===== src/rtl/gcd_seq_unit.sv =====
// ---------------------------------------------------------------------------
// gcd_seq_unit
// Sequential subtract-and-compare Euclid GCD engine. One subtraction per
// cycle, valid/ready handshakes on both the operand and the result side.
// Besides the GCD it reports the magnitude relation of the original operands
// and how many subtraction steps were taken, in a saturating counter.
//
// Ports
//   clk        rising-edge clock
//   rst        asynchronous active-high reset
//   clear      synchronous soft abort, returns the FSM to IDLE
//   in_valid   operand pair valid
//   in_ready   block can accept operands (registered, IDLE only)
//   in_a/in_b  unsigned operands, WIDTH bits
//   out_valid  result valid (DONE)
//   out_ready  consumer accepts the result
//   out_gcd    gcd(A,B), WIDTH bits
//   out_iter   subtraction steps, ITER_W bits, saturating
//   out_zero   both operands were zero
//   out_lt/gt/eq  original A <, >, == B
//   busy       FSM in CALC
// ---------------------------------------------------------------------------
module gcd_seq_unit #(
  parameter int unsigned WIDTH  = 32,
  parameter int unsigned ITER_W = 16
) (
  input  logic              clk,
  input  logic              rst,
  input  logic              clear,
  input  logic              in_valid,
  output logic              in_ready,
  input  logic [WIDTH-1:0]  in_a,
  input  logic [WIDTH-1:0]  in_b,
  output logic              out_valid,
  input  logic              out_ready,
  output logic [WIDTH-1:0]  out_gcd,
  output logic [ITER_W-1:0] out_iter,
  output logic              out_zero,
  output logic              out_lt,
  output logic              out_gt,
  output logic              out_eq,
  output logic              busy
);

  typedef enum logic [1:0] {
    S_IDLE = 2'd0,
    S_CALC = 2'd1,
    S_DONE = 2'd2
  } state_t;

  state_t              r_state;
  logic [WIDTH-1:0]    r_a;
  logic [WIDTH-1:0]    r_b;
  logic [WIDTH-1:0]    r_gcd;
  logic [ITER_W-1:0]   r_iter;
  logic                r_zero;
  logic                r_lt;
  logic                r_gt;
  logic                r_eq;
  logic                r_in_ready;
  logic                r_out_valid;
  logic                r_busy;

  // Handshake qualifiers and operand classification at the accept edge
  logic                w_accept;
  logic                w_consume;
  logic                w_in_any_zero;
  logic                w_in_both_zero;
  logic                w_in_lt;
  logic                w_in_gt;
  logic                w_in_eq;

  // Working-operand comparison and saturating step count
  logic                w_work_eq;
  logic                w_work_gt;
  logic                w_iter_sat;
  logic [ITER_W-1:0]   w_iter_next;

  assign w_accept       = in_valid && r_in_ready && (r_state == S_IDLE);
  assign w_consume      = r_out_valid && out_ready;
  assign w_in_any_zero  = (in_a == '0) || (in_b == '0);
  assign w_in_both_zero = (in_a == '0) && (in_b == '0);
  assign w_in_lt        = (in_a <  in_b);
  assign w_in_gt        = (in_a >  in_b);
  assign w_in_eq        = (in_a == in_b);

  assign w_work_eq   = (r_a == r_b);
  assign w_work_gt   = (r_a >  r_b);
  assign w_iter_sat  = &r_iter;
  // Counter holds at all-ones instead of wrapping
  assign w_iter_next = w_iter_sat ? r_iter : r_iter + ITER_W'(1);

  // Control FSM with registered status/result outputs
  always_ff @(posedge clk or posedge rst) begin
    if (rst) begin
      r_state     <= S_IDLE;
      r_a         <= '0;
      r_b         <= '0;
      r_gcd       <= '0;
      r_iter      <= '0;
      r_zero      <= 1'b0;
      r_lt        <= 1'b0;
      r_gt        <= 1'b0;
      r_eq        <= 1'b0;
      r_in_ready  <= 1'b0;
      r_out_valid <= 1'b0;
      r_busy      <= 1'b0;
    end else if (clear) begin
      // Abort wins over an accept on the same edge; result values are kept,
      // only the handshake state is discarded.
      r_state     <= S_IDLE;
      r_in_ready  <= 1'b1;
      r_out_valid <= 1'b0;
      r_busy      <= 1'b0;
    end else begin
      case (r_state)
        S_IDLE: begin
          r_in_ready <= 1'b1;
          if (w_accept) begin
            r_a        <= in_a;
            r_b        <= in_b;
            r_iter     <= '0;
            r_lt       <= w_in_lt;
            r_gt       <= w_in_gt;
            r_eq       <= w_in_eq;
            r_in_ready <= 1'b0;
            if (w_in_any_zero) begin
              // gcd(x,0) = x, so the OR of the operands is the answer
              r_gcd       <= in_a | in_b;
              r_zero      <= w_in_both_zero;
              r_out_valid <= 1'b1;
              r_state     <= S_DONE;
            end else begin
              r_zero  <= 1'b0;
              r_busy  <= 1'b1;
              r_state <= S_CALC;
            end
          end
        end

        S_CALC: begin
          if (w_work_eq) begin
            r_gcd       <= r_a;
            r_busy      <= 1'b0;
            r_out_valid <= 1'b1;
            r_state     <= S_DONE;
          end else if (w_work_gt) begin
            r_a    <= r_a - r_b;
            r_iter <= w_iter_next;
          end else begin
            r_b    <= r_b - r_a;
            r_iter <= w_iter_next;
          end
        end

        S_DONE: begin
          if (w_consume) begin
            r_out_valid <= 1'b0;
            r_in_ready  <= 1'b1;
            r_state     <= S_IDLE;
          end
        end

        default: begin
          r_state     <= S_IDLE;
          r_in_ready  <= 1'b1;
          r_out_valid <= 1'b0;
          r_busy      <= 1'b0;
        end
      endcase
    end
  end

  assign in_ready  = r_in_ready;
  assign out_valid = r_out_valid;
  assign busy      = r_busy;
  assign out_gcd   = r_gcd;
  assign out_iter  = r_iter;
  assign out_zero  = r_zero;
  assign out_lt    = r_lt;
  assign out_gt    = r_gt;
  assign out_eq    = r_eq;

endmodule


===== config.mk =====
export PLATFORM = sky130hd
export DESIGN_NAME = gcd_seq_unit
export DESIGN_NICKNAME = d
export VERILOG_FILES = /design/src/rtl/gcd_seq_unit.sv
export SDC_FILE = /design/constraint.sdc
export NUM_CORES = 1
export LEC_CHECK = 0
export ABC_AREA = 1
export CORE_ASPECT_RATIO = 0.9
export CORE_UTILIZATION = 59
export DETAILED_ROUTE_END_ITERATION = 12
export GPL_TIMING_DRIVEN = 0
export PLACE_DENSITY = 0.84
export REMOVE_ABC_BUFFERS = 1
export SYNTH_ARGS = -nofsm -noshare
export SYNTH_HDL_FRONTEND = slang
export SYNTH_SLANG_ARGS = --single-unit

===== constraint.sdc =====
create_clock -name clk -period 4.4 [get_ports clk]
set_input_delay 0.88 -clock clk [delete_from_list [all_inputs] [get_ports clk]]
set_output_delay 0.88 -clock clk [all_outputs]
set_load 0.02 [all_outputs]

# Word level (Yosys, flattened, before mapping)
# Index checks and enable logic that the tools add are counted.
# totals
reg_bits	121
in_bits	69
wordCells	95
# classes
eq_ne	18
n_addsub	3
muxes	38
magnitude_cmp	3
n_bitwise	2
n_reduce_logical	19
# ops
cell	count
$mux 32	9
$pmux 32 s2	3
$eq 32x32->1	2
$gt 32x32->1	2
$logic_not 32->1	2
$sub 32x32->32	2
$mux 16	3
$lt 32x32->1	1
$or 32x32->32	1
$pmux 16 s2	1
$reduce_and 5->1	4
$ne 2x2->1 const B	9
$add 16x1->16 const B	1
$reduce_and 16->1	1
$ne 3x3->1 const B	5
$mux 1	13
$mux 2	5
$pmux 1 s3	3
$reduce_and 4->1	2
$pmux 2 s3	1
$reduce_and 3->1	2
$logic_and 1x1->1	4
$eq 2x1->1 const B	1
$eq 2x2->1 const B	1
other kinds (5)	5

# Logic depth before layout (Yosys ltp)
# logic_depth
word_depth	6
depth_mapped	19
ltp_nobuf	17

# Worst setup path before layout
# OpenSTA, ideal clock, no wires.
# synth_path
path_kind	register to register
start	register r_a[0]
end	register r_a[11]
setup_time_ns	0.117
arrival_time_ns	2.075
synth_period_minus_slack_ns	2.192
stages_incl_launch_ff	19
setup_slack_ns	2.208
n_path_buf	1
path_cell_list	dfrtp_1 inv_1 ha_1 fa_1 inv_1 nand2_1 nand2_2 nand2_1 nand2_4 nand2_2 nand2_2 nand2_1 nand2_2 nand2_4 nand2_1 nand2_2 buf_2 nand2_1 nand2_1
# synth_via
elab_chain_len	4
word_cells_on_any_way	9
classes_between	add/sub (1); order compare (1); eq/ne (3); mux (3); reduce/logical (1)
# synth_rtl
element	line_no	source
start: declaration	52	logic [WIDTH-1:0] r_a;
start signal: assignment	120	r_a <= in_a;
start signal: assignment	148	r_a <= r_a - r_b;
$sub 32x32->32	148	
$mux 32	147	end else if (w_work_gt) begin
$mux 32	142	if (w_work_eq) begin
$pmux 32 s2	116	case (r_state)
# Several ways; a longest one is shown, not always the timed one. The select of a mux whose other input is x is not followed.
# A chain may end at the register's enable or synchronous reset.

# Worst setup path in the final report
# layout_path
start	input in_b[12]
end	register r_gcd[26], in the netlist out_gcd[26]
# layout_via
elab_chain_len	4
# layout_rtl
element	line_no	source
start: declaration	33	input logic [WIDTH-1:0] in_b,
$logic_not 32->1	81	assign w_in_any_zero = (in_a == '0) || (in_b == '0);
$logic_or 1x1->1	81	
$ne 2x2->1 (no line)	--	
$reduce_and 5->1 (no line)	--	
end signal: assignment	129	r_gcd <= in_a | in_b;
end signal: assignment	143	r_gcd <= r_a;
end: declaration	54	logic [WIDTH-1:0] r_gcd;
# Every way passes these cells.

==> results.yml <==
status:
  status: "completed"
worst_setup_path:
  r2r_slack_ps: 660
  cp_common_cell: "nand2_1"
  end_kind: "flop"
  worstPathRequired_ps: 4730
  crit_path_start_kind: "primary input"
  cp_max_fo: 34
  path_cells: "clkdlybuf4s50_1 > nor4_1 > nand2_1 > nor2_1 > nand2_1 > nand3_2 > nand3_4 > nand2_1 > nand2_1"
  critical-path-max-stage-delay_ps: 860
  cp_slowest_cell: "nor4_1"
  critPathKind: "in -> reg"
  worstPathArrival_ps: 4490
grt:
  track_usage: 0.3876
  antenna_found_initial: 1
  grt_max_degree: 71
  grt.overflow.total: 0
  grt_pass1_vias: 12490
  grt_pass1_wl_mm: 65.14
timing:
  finalHoldViolations: 0
  setup_violations: 0
  finalSetupTns_ps: 0
  min_period_ps: 4156
  period_share: 0.9445
  skew_ps: 14.48
  fmax_ghz: 0.2406
  slew_violations: 0
  worstMarginPinSlew_ps: 1318
  rsz0062_at_grt: "false"
  setup_slack_ps: 244.2
  timing.hold.ws_ps: 469.2
  max_slew_margin: 0.1192
logic_synthesis:
  synthesis.area_mm2: 0.01253
  yosys_warnings: 0
  ys_seq_elements: 121
  synth_enable_flop_cells: 0
  yosys.cell_types.count: 43
  synth_top_area_share: 0.2545
  synth_area_leaders: "nand2_1 25%, dfrtp_1 24%, ha_1 13%, inv_1 11%, nand3_1 4.4%"
  synth.avg_cell_area_um2: 6.097
  yosysTopAreaCell: "nand2_1"
  ys.flop_type: "dfrtp_1"
  synth-async-reset-ratio: 1.000
  synth.yosys.seq_area_share: 0.2416
  postSynthCellCount: 2056
placed_design:
  hpwlAfterDp_mm: 31.80
  post-place-ws_ps: -92.46
  place_area_mm2: 0.01395
  gp_congestion: 1.037
  placed_cells: 2418
  io_buffers: 123
power_and_ir_drop:
  p_clk_frac: 0.114
  power_density_mw_per_mm2: 892.7
  p_leak_uw: 0.008218
  p_int_uw: 5428
  power_frac_seq: 0.158
  ir_drop_mv: 0.4588
  swShare: 0.5819
  power_switching_uw: 7554
  combPwrFrac: 0.728
cells_and_area:
  syn_to_final_growth_pct: 16.02
  final_cell_mix: "850 x nand2_1, 370 x inv_1, 128 x ha_1, 123 x clkdlybuf4s50_1, 121 x dfrtp_1"
  layout_commonest_cell: "nand2_1"
  num-fill-cells: 1888
  final_cells: 2450
  nets: 2350
  drive_gt1_frac: 0.04251
  n_antenna_cell: 0
  stdcell_area_mm2: 0.01454
cts:
  cts_hold_buf: 0
  cts_tree: "built"
  cts_resized: 0
  cts_htree_levels: 4
  cts_buffers: 17
  clk_latency_ps: 450
  root_buffer: "clkbuf_16"
  cts_sinks: 121
  clockBufferDepth: 2
  clk_pin_slew_ps: 70
  cts_setup_buffers: 0
floorplan:
  coreArea_mm2: 0.02083
  dieHeight_um: 140.3
  start_util: 0.6017
  die_w_um: 155.6
  core.rowCount: 50
  io_pins: 124
  dieArea_mm2: 0.02183
detailed_routing:
  wire_per_inst_um: 16.82
  wirelength_mm: 41.20
  drt-initial-drc-count: 1322
  drtAntennaViolNets: 0
  dr.pass1.iters: 6
  vias: 13320
  viasPerCell: 5.437
  drc_errors: 0
hold_path:
  min_path_type: "reg -> reg"
job:
  max_cap_violations: 0
==> state kept, by name, summed over array words and instances (netlist names) <==
signal and flops:
r_b 32, out_gt 1, out_valid 1, out_eq 1, out_lt 1, r_a 32, out_zero 1, in_ready 1
out_iter 16, r_state 2, out_gcd 32, busy 1
==> layer usage <==
metal	track usage	routed length, µm
met5	0	0
met4	0.1373	1222
met3	0.06838	3666
met2	0.5983	17800
met1	0.5432	18510
==> critical path, delay by kind of cell <==
| kind | cells | cell delay (ps) |
|---|---|---|
| AND/OR/NAND/NOR | 8 | 3090 |
| buffers and inverters | 1 | 470 |
==> final cells by class <==
| class | count | area [µm²] | share of cell area |
|---|---|---|---|
| Inverter | 384 | 1448 | 0.09954 |
| Tap cell | 286 | 357.8 | 0.02461 |
| Timing Repair Buffer | 129 | 1381 | 0.09498 |
| Clock inverter | 14 | 163.9 | 0.01127 |
| Clock buffer | 18 | 429.2 | 0.02951 |
| Sequential cell | 121 | 3028 | 0.2082 |
| Multi-Input combinational cell | 1498 | 7735 | 0.5319 |
==> per-stage QoR <==
| stage | util | total power, µW |
|---|---|---|
| after CTS | 0.6981 | 12760 |
| after floorplan | - | 8225 |
| after global routing | 0.6981 | 14060 |
| final | 0.6981 | 12980 |
| after global placement | 0.6619 | 10870 |
| after detailed placement | 0.6696 | 11220 |
==> cells by family (layout without fill, tap and decap cells) <==
group,after synthesis,count (layout),synth area share
compound gates,181,181,0.07946
xor+xnor,16,16,0.01118
fa+ha+maj,130,130,0.1310
buf+inv,437,545,0.1417
flops,121,121,0.2416
simple gates,1171,1171,0.3951
==> worst paths after layout <==
path | to | cells after the start | start
worst max-delay path | out_gcd[26]$_DFFE_PP0P_ | 9 | in_b[12]
max in group asynchronous | r_b[23]$_DFFE_PP0P_ | 3 | rst
worst max register to register | out_gcd[26]$_DFFE_PP0P_ | 11 | r_a[16]$_DFFE_PP0P_
min in group asynchronous | r_a[2]$_DFFE_PP0P_ | 2 | rst
worst min-delay path | out_gcd[29]$_DFFE_PP0P_ | 2 | out_gcd[29]$_DFFE_PP0P_
worst min register to register | out_gcd[29]$_DFFE_PP0P_ | 2 | out_gcd[29]$_DFFE_PP0P_
==> synth_stat cells, types with 15 or more instances <==
cell	instances
a21oi_1	62
nor2_1	89
clkbuf_1	17
nand2_1	850
nand4_1	50
dfrtp_1	121
inv_1	372
nor4_1	19
buf_2	15
o21ai_0	87
ha_1	128
nand3_1	109
==> power by group through the flow <==
stage	Sequential, µW	Clock [µW]	Combinational [µW]
3_3_place_gp	2030	0	8840
3_5_place_dp	2050	0	9170
4_1_cts	2040	1480	9240
5_1_grt	2110	1520	10400
2_1_floorplan	2180	0	6050
6_report	2050	1480	9450
Note: power is estimated with default switching activity, not from simulation.
